--- src/rtl/transmissor_estado_uart.sv ---
// Serializes the game-status fields into a 4-byte packet (A5, {macro,micro},
// {estado,res_macro,res_jogo}, xor checksum) and sends it on an 8N1 UART line.
module transmissor_estado_uart #(
    parameter int CICLOS_POR_BIT = 434,
    parameter bit AUTO           = 1'b1
) (
    input  logic       clock,
    input  logic       reset,
    input  logic       enviar,
    input  logic [3:0] macro,
    input  logic [3:0] micro,
    input  logic [3:0] estado,
    input  logic [1:0] resultado_macro,
    input  logic [1:0] resultado_jogo,
    output logic       saida_serial,
    output logic       ocupado,
    output logic       pendente,
    output logic [2:0] db_estado_tx
);
    localparam logic [2:0] OCIOSO  = 3'd0;
    localparam logic [2:0] CARREGA = 3'd1;
    localparam logic [2:0] START   = 3'd2;
    localparam logic [2:0] DADOS   = 3'd3;
    localparam logic [2:0] STOP    = 3'd4;
    localparam logic [2:0] FIM     = 3'd5;

    localparam logic [15:0] ULTIMO_CICLO = 16'(CICLOS_POR_BIT - 1);
    localparam logic [7:0]  SINCRONISMO  = 8'hA5;

    logic [2:0]  estado_tx;
    logic [15:0] cont_ciclo;
    logic [2:0]  idx_bit;
    logic [1:0]  idx_byte;
    logic [15:0] campos_vivos;
    logic [15:0] instantaneo;
    logic [15:0] ultimo;
    logic        valido;
    logic        fim_bit;
    logic        em_linha;
    logic        pedido_auto;
    logic        pedido;
    logic [7:0]  byte_atual;

    // Field layout matches the packet: [15:8] is B1, [7:0] is B2.
    assign campos_vivos = {macro, micro, estado, resultado_macro, resultado_jogo};

    assign fim_bit  = (cont_ciclo == ULTIMO_CICLO);
    assign em_linha = (estado_tx == START) || (estado_tx == DADOS) || (estado_tx == STOP);

    // Request handshake: enviar has no ready; each high cycle is one request.
    // While idle a request starts a packet; during a packet the first request
    // sets pendente and any further ones are absorbed until it is consumed.
    // While a packet is on the line, AUTO compares against the packet's own
    // snapshot, which is exactly what FIM writes into the last-sent register.
    always_comb begin
        pedido_auto = 1'b0;
        case (estado_tx)
            OCIOSO:  pedido_auto = !valido || (campos_vivos != ultimo);
            CARREGA: pedido_auto = 1'b0;
            default: pedido_auto = (campos_vivos != instantaneo);
        endcase
    end

    assign pedido = enviar || (AUTO && pedido_auto);

    always_comb begin
        case (idx_byte)
            2'd0:    byte_atual = SINCRONISMO;
            2'd1:    byte_atual = instantaneo[15:8];
            2'd2:    byte_atual = instantaneo[7:0];
            default: byte_atual = SINCRONISMO ^ instantaneo[15:8] ^ instantaneo[7:0];
        endcase
    end

    always_comb begin
        case (estado_tx)
            START:   saida_serial = 1'b0;
            DADOS:   saida_serial = byte_atual[idx_bit];
            default: saida_serial = 1'b1;
        endcase
    end

    assign ocupado      = (estado_tx >= CARREGA) && (estado_tx <= FIM);
    assign db_estado_tx = estado_tx;

    always_ff @(posedge clock) begin
        if (reset) begin
            cont_ciclo <= '0;
        end else if (em_linha && !fim_bit) begin
            cont_ciclo <= cont_ciclo + 16'd1;
        end else begin
            cont_ciclo <= '0;
        end
    end

    always_ff @(posedge clock) begin
        if (reset) begin
            estado_tx   <= OCIOSO;
            idx_bit     <= '0;
            idx_byte    <= '0;
            pendente    <= 1'b0;
            valido      <= 1'b0;
            instantaneo <= '0;
            ultimo      <= '0;
        end else begin
            if (estado_tx != OCIOSO && pedido) begin
                pendente <= 1'b1;
            end
            case (estado_tx)
                OCIOSO: begin
                    if (pedido || pendente) begin
                        pendente  <= 1'b0;
                        estado_tx <= CARREGA;
                    end
                end
                CARREGA: begin
                    instantaneo <= campos_vivos;
                    idx_byte    <= 2'd0;
                    idx_bit     <= 3'd0;
                    estado_tx   <= START;
                end
                START: begin
                    if (fim_bit) begin
                        idx_bit   <= 3'd0;
                        estado_tx <= DADOS;
                    end
                end
                DADOS: begin
                    if (fim_bit) begin
                        if (idx_bit == 3'd7) begin
                            estado_tx <= STOP;
                        end else begin
                            idx_bit <= idx_bit + 3'd1;
                        end
                    end
                end
                STOP: begin
                    if (fim_bit) begin
                        if (idx_byte != 2'd3) begin
                            idx_byte  <= idx_byte + 2'd1;
                            estado_tx <= START;
                        end else begin
                            estado_tx <= FIM;
                        end
                    end
                end
                FIM: begin
                    ultimo    <= instantaneo;
                    valido    <= 1'b1;
                    estado_tx <= OCIOSO;
                end
                default: estado_tx <= OCIOSO;
            endcase
        end
    end
endmodule

--- config.mk ---
export PLATFORM = sky130hd
export DESIGN_NAME = transmissor_estado_uart
export DESIGN_NICKNAME = d
export VERILOG_FILES = /design/src/rtl/transmissor_estado_uart.sv
export SDC_FILE = /design/constraint.sdc
export NUM_CORES = 1
export LEC_CHECK = 0
export ABC_AREA = 1
export BUFFER_PORTS_ARGS = -buffer_cell sky130_fd_sc_hd__buf_2
export CAP_MARGIN = 20
export CORE_MARGIN = 4
export CORE_UTILIZATION = 54
export CTS_CLUSTER_DIAMETER = 120
export CTS_CLUSTER_SIZE = 12
export DETAILED_ROUTE_END_ITERATION = 10
export PLACE_DENSITY = 0.76
export SLEW_MARGIN = 20
export SYNTH_ARGS = -nofsm -noshare
export SYNTH_HDL_FRONTEND = slang
export SYNTH_SLANG_ARGS = --single-unit
export TNS_END_PERCENT = 30
--- constraint.sdc ---
create_clock -name clock -period 1.61 [get_ports clock]
set_input_delay 0.161 -clock clock [delete_from_list [all_inputs] [get_ports clock]]
set_output_delay 0.161 -clock clock [all_outputs]
set_load 0.03 [all_outputs]
==> results of run 1 <==
-- where the power goes --
group | internal [mW] | total, mW | switching [mW]
Clock | 0.915 | 1.55 | 0.631
Sequential | 1.74 | 2.09 | 0.344
Combinational | 1.05 | 2.57 | 1.52
Total | 3.71 | 6.21 | 2.50
-- cells by family after synthesis --
logic type,share of synthesized area (%)
AND/OR/NAND/NOR,29.85
AO/OA/AOI/OAI,17.66
buffers and inverters,10.65
flip-flops,35.56
XOR/XNOR,3.218
adder cells (fa/ha/maj),3.065
-- critical path: stages (launching register included) --
cell and delay, ns:
dfxtp_4 0.38, inv_4 0.08, ha_4 0.15, inv_4 0.06, o22ai_2 0.13, nand2_1 0.06, o21ai_1 0.08, nand2_1 0.07
nand3_1 0.10, nand3b_1 0.09, nand2_1 0.09, nand2_1 0.07, nand2_1 0.07, buf_6 0.13
-- cells in the mapped netlist (2+ instances only) --
library cell  instances  area share [%]
a211oi_1              2            0.46
a21oi_1              48             7.4
buf_2                 2            0.31
clkbuf_1              8            0.92
dfxtp_1              58              36
ha_1                  8             3.1
inv_1                71             8.2
inv_2                 3            0.34
nand2_1             131              15
nand3_1              18             2.8
nand4_1               4            0.77
nor2_1               53             6.1
nor2_4                2            0.69
nor3_1                2            0.31
nor3_2                2            0.61
nor3b_1               5             1.1
nor4_1                2            0.38
o211ai_1              6             1.4
o21ai_0              47             7.2
o22ai_1               3            0.57
or2_1                 2            0.38
or2_2                 2            0.38
xnor2_1               5             1.3
xor2_1                7             1.9
-- final timing paths --
path	start	cells after the start	endpoint	slack, ns
worst max-delay path	idx_byte[1]	13	saida_serial	-0.46
worst min-delay path	reset	2	idx_bit[2]	0.08
worst max register to register	cont_ciclo[0]	9	cont_ciclo[2]	-0.02
worst min register to register	valido	2	valido	0.46
-- registers in the layout (all words and copies together) (netlist names) --
register / flops
cont_ciclo: 16
db_estado_tx: 3
ultimo: 16
idx_byte: 2
idx_bit: 3
valido: 1
pendente: 1
instantaneo: 16
-- repair_timing --
| action | in CTS | in global routing |
|---|---|---|
| setup buffers | 3 | 4 |
| pin swaps | 19 | 27 |
| gates resized for setup | 49 | 43 |
| hold endpoints to repair | 0 | 0 |
| endpoints found under the setup margin | 10 | 25 |
| cloned | 1 | 0 |
-- through the flow --
stage | cell area (um2) | TNS [ns] | std cells | utilization [%] | power [mW]
3_3_place_gp | 3627 | -0.1393 | 612 | 61.63 | 4.095
6_report | 4240 | -0.4988 | 636 | 72.05 | 6.209
5_1_grt | 4240 | -1.952 | 636 | 72.05 | 6.594
3_5_place_dp | 3627 | -0.4036 | 612 | 61.63 | 4.166
4_1_cts | 4066 | -0.5326 | 632 | 69.09 | 5.980
2_1_floorplan | 3269 | -0.006216 | 502 | - | 3.490
-- final cells by class --
class | instances | area [um2] | share of cell area, %
multi-input cells | 357 | 2009 | 47.39
repair buffers | 55 | 427.9 | 10.09
well taps | 75 | 93.84 | 2.213
clock inverters | 4 | 75.07 | 1.770
flip-flops and latches | 58 | 1195 | 28.18
clock buffers | 12 | 145.1 | 3.423
inverters | 75 | 294.0 | 6.934
-- metal layers --
metal	up-vias	share of wire, %	GRT usage (%)
li1	1709	-	-
met1	1537	44	29.74
met2	81	49	41.10
met3	19	4.1	4.035
met4	0	2.9	13.09
met5	-	0	0
==> flow_summary.yaml, run 1 <==
outcome:
  status: "complete, but fails checks"
  violations: "setup timing"
min_path:
  hp-class: "input port to flop"
route:
  num_vias: 3346
  remaining_drc_errors: 0
  wl_per_cell_um: 13.51
  routed_via_density: 5.261
  ant_nets: 0
  drtPass1Iterations: 4
  wirelength_um: 8594
  drt-initial-drc-count: 204
place:
  dp_hpwl_um: 5784
  post-place-ws_ns: -0.2410
  routabilityCongestion: 0.9598
  portBuffers: 24
clock_tree:
  htree_levels: 3
  cts_tree: "built"
  cts.sinks: 58
  cts_buffers: 9
  clock_latency_ns: 0.35
  path_clk_slew_ns: 0.07
  root_buffer: "clkbuf_8"
  clockBufferDepth: 2
  cts_hold_buf: 0
critical_path:
  critPathCaptureType: "output pin"
  arrival_ns: 1.90
  crit_fanout: 7
  cp-start-kind: "flop"
  cp.required_ns: 1.45
  path_class: "flop to output pin"
pwr:
  vdd_drop_max_uv: 953.9
  power_leakage_nw: 1.781
  powerDensity_nw_per_um2: 1464
logic_synthesis:
  yosysUniqueCellTypes: 35
  syn-cell-area_um2: 3266
  ys_warn_count: 0
  synth_ff_type: "dfxtp_1"
  syn-num-nets: 529
  avgSynthCellArea_um2: 6.505
  ys_async_sr_fraction_pct: 0
  synth_edf_count: 0
  yosysSeqAreaShare_pct: 35.56
  synthCells: 502
  yosys_register_bits: 58
finish:
  layout_common_cells: "nand2_1 (126), inv_1 (67), dfxtp_1 (45), a21oi_1 (43)"
  fillers: 466
  final_common_cell: "nand2_1"
  n_antenna_cell: 0
  nNetsFinal: 583
  syn_to_final_growth_pct: 29.85
  drive_gt1_share_pct: 24.96
timing:
  whs_ns: 0.08474
  post-route-min-period_ns: 2.065
  relSlewSlack_pct: 75.12
  fin_crit_sh_pct: 128.3
  tightestPinTransition_ns: 0.3727
  fin_ws_ns: -0.4551
  slew_viol_final: 0
  fmax_mhz: 484.2
  hold_viol: 0
  finalSetupViolCount: 5
  worst_clock_skew_ns: 0.01021
  rsz0062_at_grt: "yes"
floorplan:
  core-area_um2: 5886
  io_pins: 25
  start_util_pct: 55.48
  die-width_um: 85.77
  die_h_um: 85.77
  rows: 28
  dieArea_um2: 7356
grt:
  grt_pass1_vias: 3226
  grt_antenna_before_repair: 0
  grt_overflow: 0
  grt_max_degree: 34
  grt_usage_pct: 24.42
  grt_pass1_wl_um: 14270
run:
  max-cap-violations: 0
(Power assumes the default switching activity.)
==> inputs of run 2 (changes only) <==
--- a/config.mk
+++ b/config.mk
@@ -11,8 +11,10 @@
 export CORE_MARGIN = 4
 export CORE_UTILIZATION = 54
+export CTS_BUF_LIST = sky130_fd_sc_hd__clkbuf_16
 export CTS_CLUSTER_DIAMETER = 120
 export CTS_CLUSTER_SIZE = 12
 export DETAILED_ROUTE_END_ITERATION = 10
 export PLACE_DENSITY = 0.76
+export RECOVER_POWER = 50
 export SLEW_MARGIN = 20
 export SYNTH_ARGS = -nofsm -noshare
==> constraint.sdc (replaced) <==
create_clock -name clock -period 1.61 [get_ports clock]
set_input_delay 0.0805 -clock clock [delete_from_list [all_inputs] [get_ports clock]]
set_output_delay 0.0805 -clock clock [all_outputs]
set_load 0.03 [all_outputs]
==> run 2 against run 1 <==
  * The flow still finishes with violations (setup timing)
  * Utilization shrank 0.57 points
  * Clock skew decreased by 0.0019 ns
  * First-iteration DRC count rose by 17%
  * Worst hold slack lost 0.052 ns
  * Fmax is 8.5% higher
  * Critical path depth unchanged
  * Power up 0.52%
  * Sequential power fell by 2%
  * Via count decreased by 1.0%
  * Die area unchanged
  * Combinational power hardly changed
  * Count of clock-buffer cells in the layout down 3
  * Critical path type unchanged
  * Critical endpoint unchanged
==> flow_summary.yaml, run 2 (synthesized netlist as in run 1, its figures left out) <==
outcome:
  status: "complete, but fails checks"
  violations: "setup timing"
min_path:
  hp-class: "input port to flop"
floorplan:
  core-area_um2: 5886
  die-width_um: 85.77
  rows: 28
  die_h_um: 85.77
  start_util_pct: 55.48
  dieArea_um2: 7356
  io_pins: 25
pwr:
  total_power_mw: 6.241
  swShare_pct: 39.79
  p_seq_share_pct: 32.8
  power_leakage_nw: 1.780
  vdd_drop_max_uv: 916.5
  powerDensity_nw_per_um2: 1484
  pwr-share-clk_pct: 26.4
  power.switching_mw: 2.484
  combPwrFrac_pct: 40.8
  p_int_mw: 3.757
finish:
  layout_common_cells: "nand2_1 (124), inv_1 (70), dfxtp_1 (45), nor2_1 (44), a21oi_1 (44)"
  fillers: 478
  final_common_cell: "nand2_1"
  reg_top3: "cont_ciclo (16), instantaneo (16), ultimo (16)"
  regArea_um2: 1187
  nNetsFinal: 581
  syn_to_final_growth_pct: 28.81
  drive_gt1_share_pct: 23.61
  multi_input_area_um2: 2006
  n_antenna_cell: 0
critical_path:
  cp-start-kind: "flop"
  critPathCaptureType: "output pin"
  path_cells: "inv_4 -> ha_4 -> inv_4 -> o22ai_1 -> nand2_1 -> o21ai_1 -> nand2_1 -> nand3_1 -> nand3_1 -> nand2_1 -> nand2_1 -> nand2_1 -> buf_6"
  path_class: "flop to output pin"
  crit_slowest_cell: "dfxtp_4"
  cp.required_ns: 1.53
  max_stage_delay_ns: 0.37
  arrival_ns: 1.82
  path_common_cell: "nand2_1"
  crit_fanout: 7
grt:
  grt_usage_pct: 23.24
  grt_overflow: 0
  grt_max_degree: 34
  grt_pass1_vias: 2999
  grt_antenna_before_repair: 0
  grt_pass1_wl_um: 13520
clock_tree:
  cts_hold_buf: 0
  cts_tree: "built"
  clock_latency_ns: 0.33
  clockBufferDepth: 2
  cts_buffers: 9
  cts.sinks: 58
  path_clk_slew_ns: 0.05
  root_buffer: "clkbuf_16"
  htree_levels: 3
timing:
  fin_ws_ns: -0.2930
  hold_viol: 0
  rsz0062_at_grt: "yes"
  finalSetupViolCount: 3
  slew_viol_final: 0
  tightestPinTransition_ns: 0.5918
  worst_clock_skew_ns: 0.008329
  relSlewSlack_pct: 60.54
  fin_tns_setup_ns: -0.3095
  fin_crit_sh_pct: 118.2
  fmax_mhz: 525.5
  post-route-min-period_ns: 1.903
route:
  num_vias: 3312
  drtPass1Iterations: 5
  wirelength_um: 8633
  routed_via_density: 5.224
  remaining_drc_errors: 0
  drt-initial-drc-count: 239
  wl_per_cell_um: 13.62
  ant_nets: 0
place:
  portBuffers: 24
  routabilityCongestion: 0.8909
  post-place-ws_ns: -0.1095
  dp_hpwl_um: 5805
run:
  max-cap-violations: 0
run 2: final timing paths:
check                                   startpoint  cells past startpoint              to  slack, ns
worst min register to register              valido                      2          valido       0.45
worst max register to register       cont_ciclo[1]                      9  cont_ciclo[12]      -0.01
worst max-delay path                   idx_byte[1]                     13    saida_serial      -0.29
worst min-delay path            resultado_macro[0]                      3  instantaneo[2]       0.03
run 2: layer usage:
| layer | GRT usage [%] | vias to the layer above | share of wire (%) |
|---|---|---|---|
| met2 | 39.76 | 77 | 51 |
| met5 | 0 | - | 0 |
| li1 | - | 1704 | - |
| met1 | 28.39 | 1517 | 44 |
| met4 | 9.784 | 0 | 1.7 |
| met3 | 4.611 | 14 | 3.3 |
run 2: final cells by class:
type | count | area share [%]
multi-input cells | 357 | 47.68
well taps | 75 | 2.231
inverters | 75 | 6.871
clock inverters | 7 | 0.7139
clock buffers | 9 | 5.354
flip-flops and latches | 58 | 28.23
repair buffers | 53 | 8.923
run 2: what timing repair did:
| action | in CTS | in global routing |
|---|---|---|
| buffers inserted | 0 | 4 |
| pin swaps | 10 | 32 |
| resized for setup | 36 | 50 |
| setup endpoints to repair | 7 | 25 |
| hold endpoints to repair | 0 | 0 |
| cloned | 0 | 1 |
run 2: power groups by stage:
stage | sequential [mW] | combinational [mW] | clock, mW
floorplan | 2.05 | 1.44 | 0
CTS | 2.01 | 2.41 | 1.67
detailed placement | 1.99 | 2.23 | 0
global placement | 1.98 | 2.20 | 0
finish | 2.05 | 2.55 | 1.65
global route | 2.09 | 2.84 | 1.74
run 2: worst max-delay path, delay by kind of cell (launching register included):
family,cells,cell delay [ns]
buffers and inverters,3,0.26
AND/OR/NAND/NOR,7,0.47
adder cells (fa/ha/maj),1,0.14
AO/OA/AOI/OAI,2,0.25
flip-flops,1,0.37
run 2: per-stage QoR:
stage | instance area, um2 | hold WS [ns] | std cells | utilization [%]
finish | 4207 | 0.03316 | 634 | 71.47
global route | 4207 | 0.03607 | 634 | 71.47
CTS | 4011 | 0.02788 | 629 | 68.15
detailed placement | 3622 | 0.3732 | 613 | 61.54
global placement | 3622 | 0.3688 | 613 | 61.54
floorplan | 3269 | 0.2283 | 502 | -
==> inputs of run 3 (changes only) <==
Settings changed: CORE_UTILIZATION 54 to 50, HOLD_SLACK_MARGIN set to 0.08, PLACE_DENSITY 0.76 to 0.71.
==> run 3 against run 2 <==
  * The flow still finishes with violations (setup timing)
  * Utilization shrank 0.83 points
  * Critical path depth unchanged
  * Highest routed layer unchanged
  * Fmax increased by 0.30%
  * Register-to-register slack lost 0.05 ns
  * Non-clock buffer count is 17 higher
  * Flip-flop and latch count did not move
==> flow_summary.yaml, run 3 (synthesized netlist as in run 1, its figures left out) <==
timing:
  post-route-min-period_ns: 1.897
  fmax_mhz: 527.0
  rsz0062_at_grt: "yes"
  fin_crit_sh_pct: 117.9
  fin_ws_ns: -0.2874
  tightestPinTransition_ns: 0.6460
  finalSetupViolCount: 2
  worst_clock_skew_ns: 0.007936
  fin_tns_setup_ns: -0.3497
  whs_ns: 0.1458
  slew_viol_final: 0
  relSlewSlack_pct: 56.94
  hold_viol: 0
grt:
  grt_pass1_wl_um: 13820
  grt_usage_pct: 22.26
  grt_antenna_before_repair: 0
  grt_max_degree: 35
  grt_pass1_vias: 3014
  grt_overflow: 0
finish:
  final_common_cell: "nand2_1"
  n_antenna_cell: 0
  syn_to_final_growth_pct: 37.36
  nNetsFinal: 598
  layout_common_cells: "nand2_1 (124), inv_1 (65), nor2_1 (44)"
  drive_gt1_share_pct: 25.17
  reg_top3: "cont_ciclo (16), instantaneo (16), ultimo (16)"
  final_util_pct: 70.64
pwr:
  power_leakage_nw: 1.876
  powerDensity_nw_per_um2: 1520
  vdd_drop_max_uv: 1217
critical_path:
  r2r-start: "cont_ciclo[0]"
  critPathLaunch: "idx_byte[1]"
  path_class: "flop to output pin"
  cp-start-kind: "flop"
  arrival_ns: 1.82
  critPathCaptureType: "output pin"
  crit_fanout: 7
  cp.required_ns: 1.53
clock_tree:
  cts_tree: "built"
  clock_latency_ns: 0.32
  root_buffer: "clkbuf_16"
  cts.sinks: 58
  path_clk_slew_ns: 0.05
  clockBufferDepth: 2
  cts_buffers: 9
  htree_levels: 3
route:
  ant_nets: 0
  drt-initial-drc-count: 241
  routed_via_density: 5.190
  num_vias: 3389
  remaining_drc_errors: 0
  wirelength_um: 8797
  drtPass1Iterations: 5
  wl_per_cell_um: 13.47
outcome:
  violations: "setup timing"
  status: "complete, but fails checks"
place:
  dp_hpwl_um: 5661
  portBuffers: 24
  routabilityCongestion: 0.8295
  post-place-ws_ns: -0.1229
floorplan:
  rows: 29
  die-width_um: 88.82
  die_h_um: 88.82
  dieArea_um2: 7888
  io_pins: 25
  start_util_pct: 51.43
  core-area_um2: 6350
min_path:
  min_from: "macro[1]"
  hp-class: "input port to flop"
run:
  max-cap-violations: 0
-- run 3: cell types whose count changed in the layout (fill, tap and decap cells not counted), sizes merged --
cell         delta
clkinvlp        +3
inv             -3
bufinv          +3
dlygate4sd3    +15
clkinv          -3
buf             +2
-- run 3: area by class of cell --
| class | instances | area, um2 |
|---|---|---|
| Sequential cell | 58 | 1190 |
| Tap cell | 77 | 96.34 |
| Clock buffer | 9 | 225.2 |
| Clock inverter | 7 | 117.6 |
| Timing Repair Buffer | 70 | 543.0 |
| Inverter | 75 | 291.5 |
| Multi-Input combinational cell | 357 | 2022 |
| Fill cell | 509 | 1864 |
-- run 3: metal layers --
metal	GRT usage (%)	up-vias	share of wire (%)
met5	0	-	0
met1	29.45	1535	46
li1	-	1745	-
met2	36.50	93	47
met3	3.352	16	5.0
met4	8.516	0	1.9
-- run 3: critical path, cell delays in order (launching register included) --
cell and delay (ns):
dfxtp_4 0.37, inv_4 0.07, ha_4 0.13, inv_4 0.05, o22ai_1 0.15, nand2_1 0.09, o21ai_2 0.07, nand2_1 0.06
nand3_1 0.07, nand3_1 0.07, nand2_1 0.10, nand2_1 0.06, nand2_1 0.07, buf_6 0.13
-- run 3: path summary, 6_finish.rpt --
| kind | endpoint | slack (ns) | depth (start not counted) |
|---|---|---|---|
| worst min-delay path | instantaneo[13] | 0.15 | 3 |
| worst min register to register | ultimo[2] | 0.46 | 2 |
| worst max-delay path | saida_serial | -0.29 | 13 |
| worst max register to register | idx_byte[1] | -0.06 | 10 |
-- run 3: power breakdown --
group | switching, mW | internal (mW)
Sequential | 0.316 | 1.74
Combinational | 1.55 | 1.03
Clock | 0.685 | 1.51
Total | 2.55 | 4.27
-- run 3: timing repair --
action,CTS,global route
hold endpoints to repair,20,0
pin swaps,6,22
gates resized for setup,36,62
hold buffers,15,0
setup endpoints to repair,9,20
setup buffers,4,3
gates cloned,1,0
-- run 3: per-stage QoR --
stage | cell area (um2) | total power, mW | std cells
final | 4486 | 6.819 | 653
after global routing | 4486 | 7.232 | 653
after CTS | 4279 | 6.629 | 651
after detailed placement | 3625 | 4.194 | 615
after global placement | 3625 | 4.154 | 615
after floorplan | 3269 | 3.490 | 502
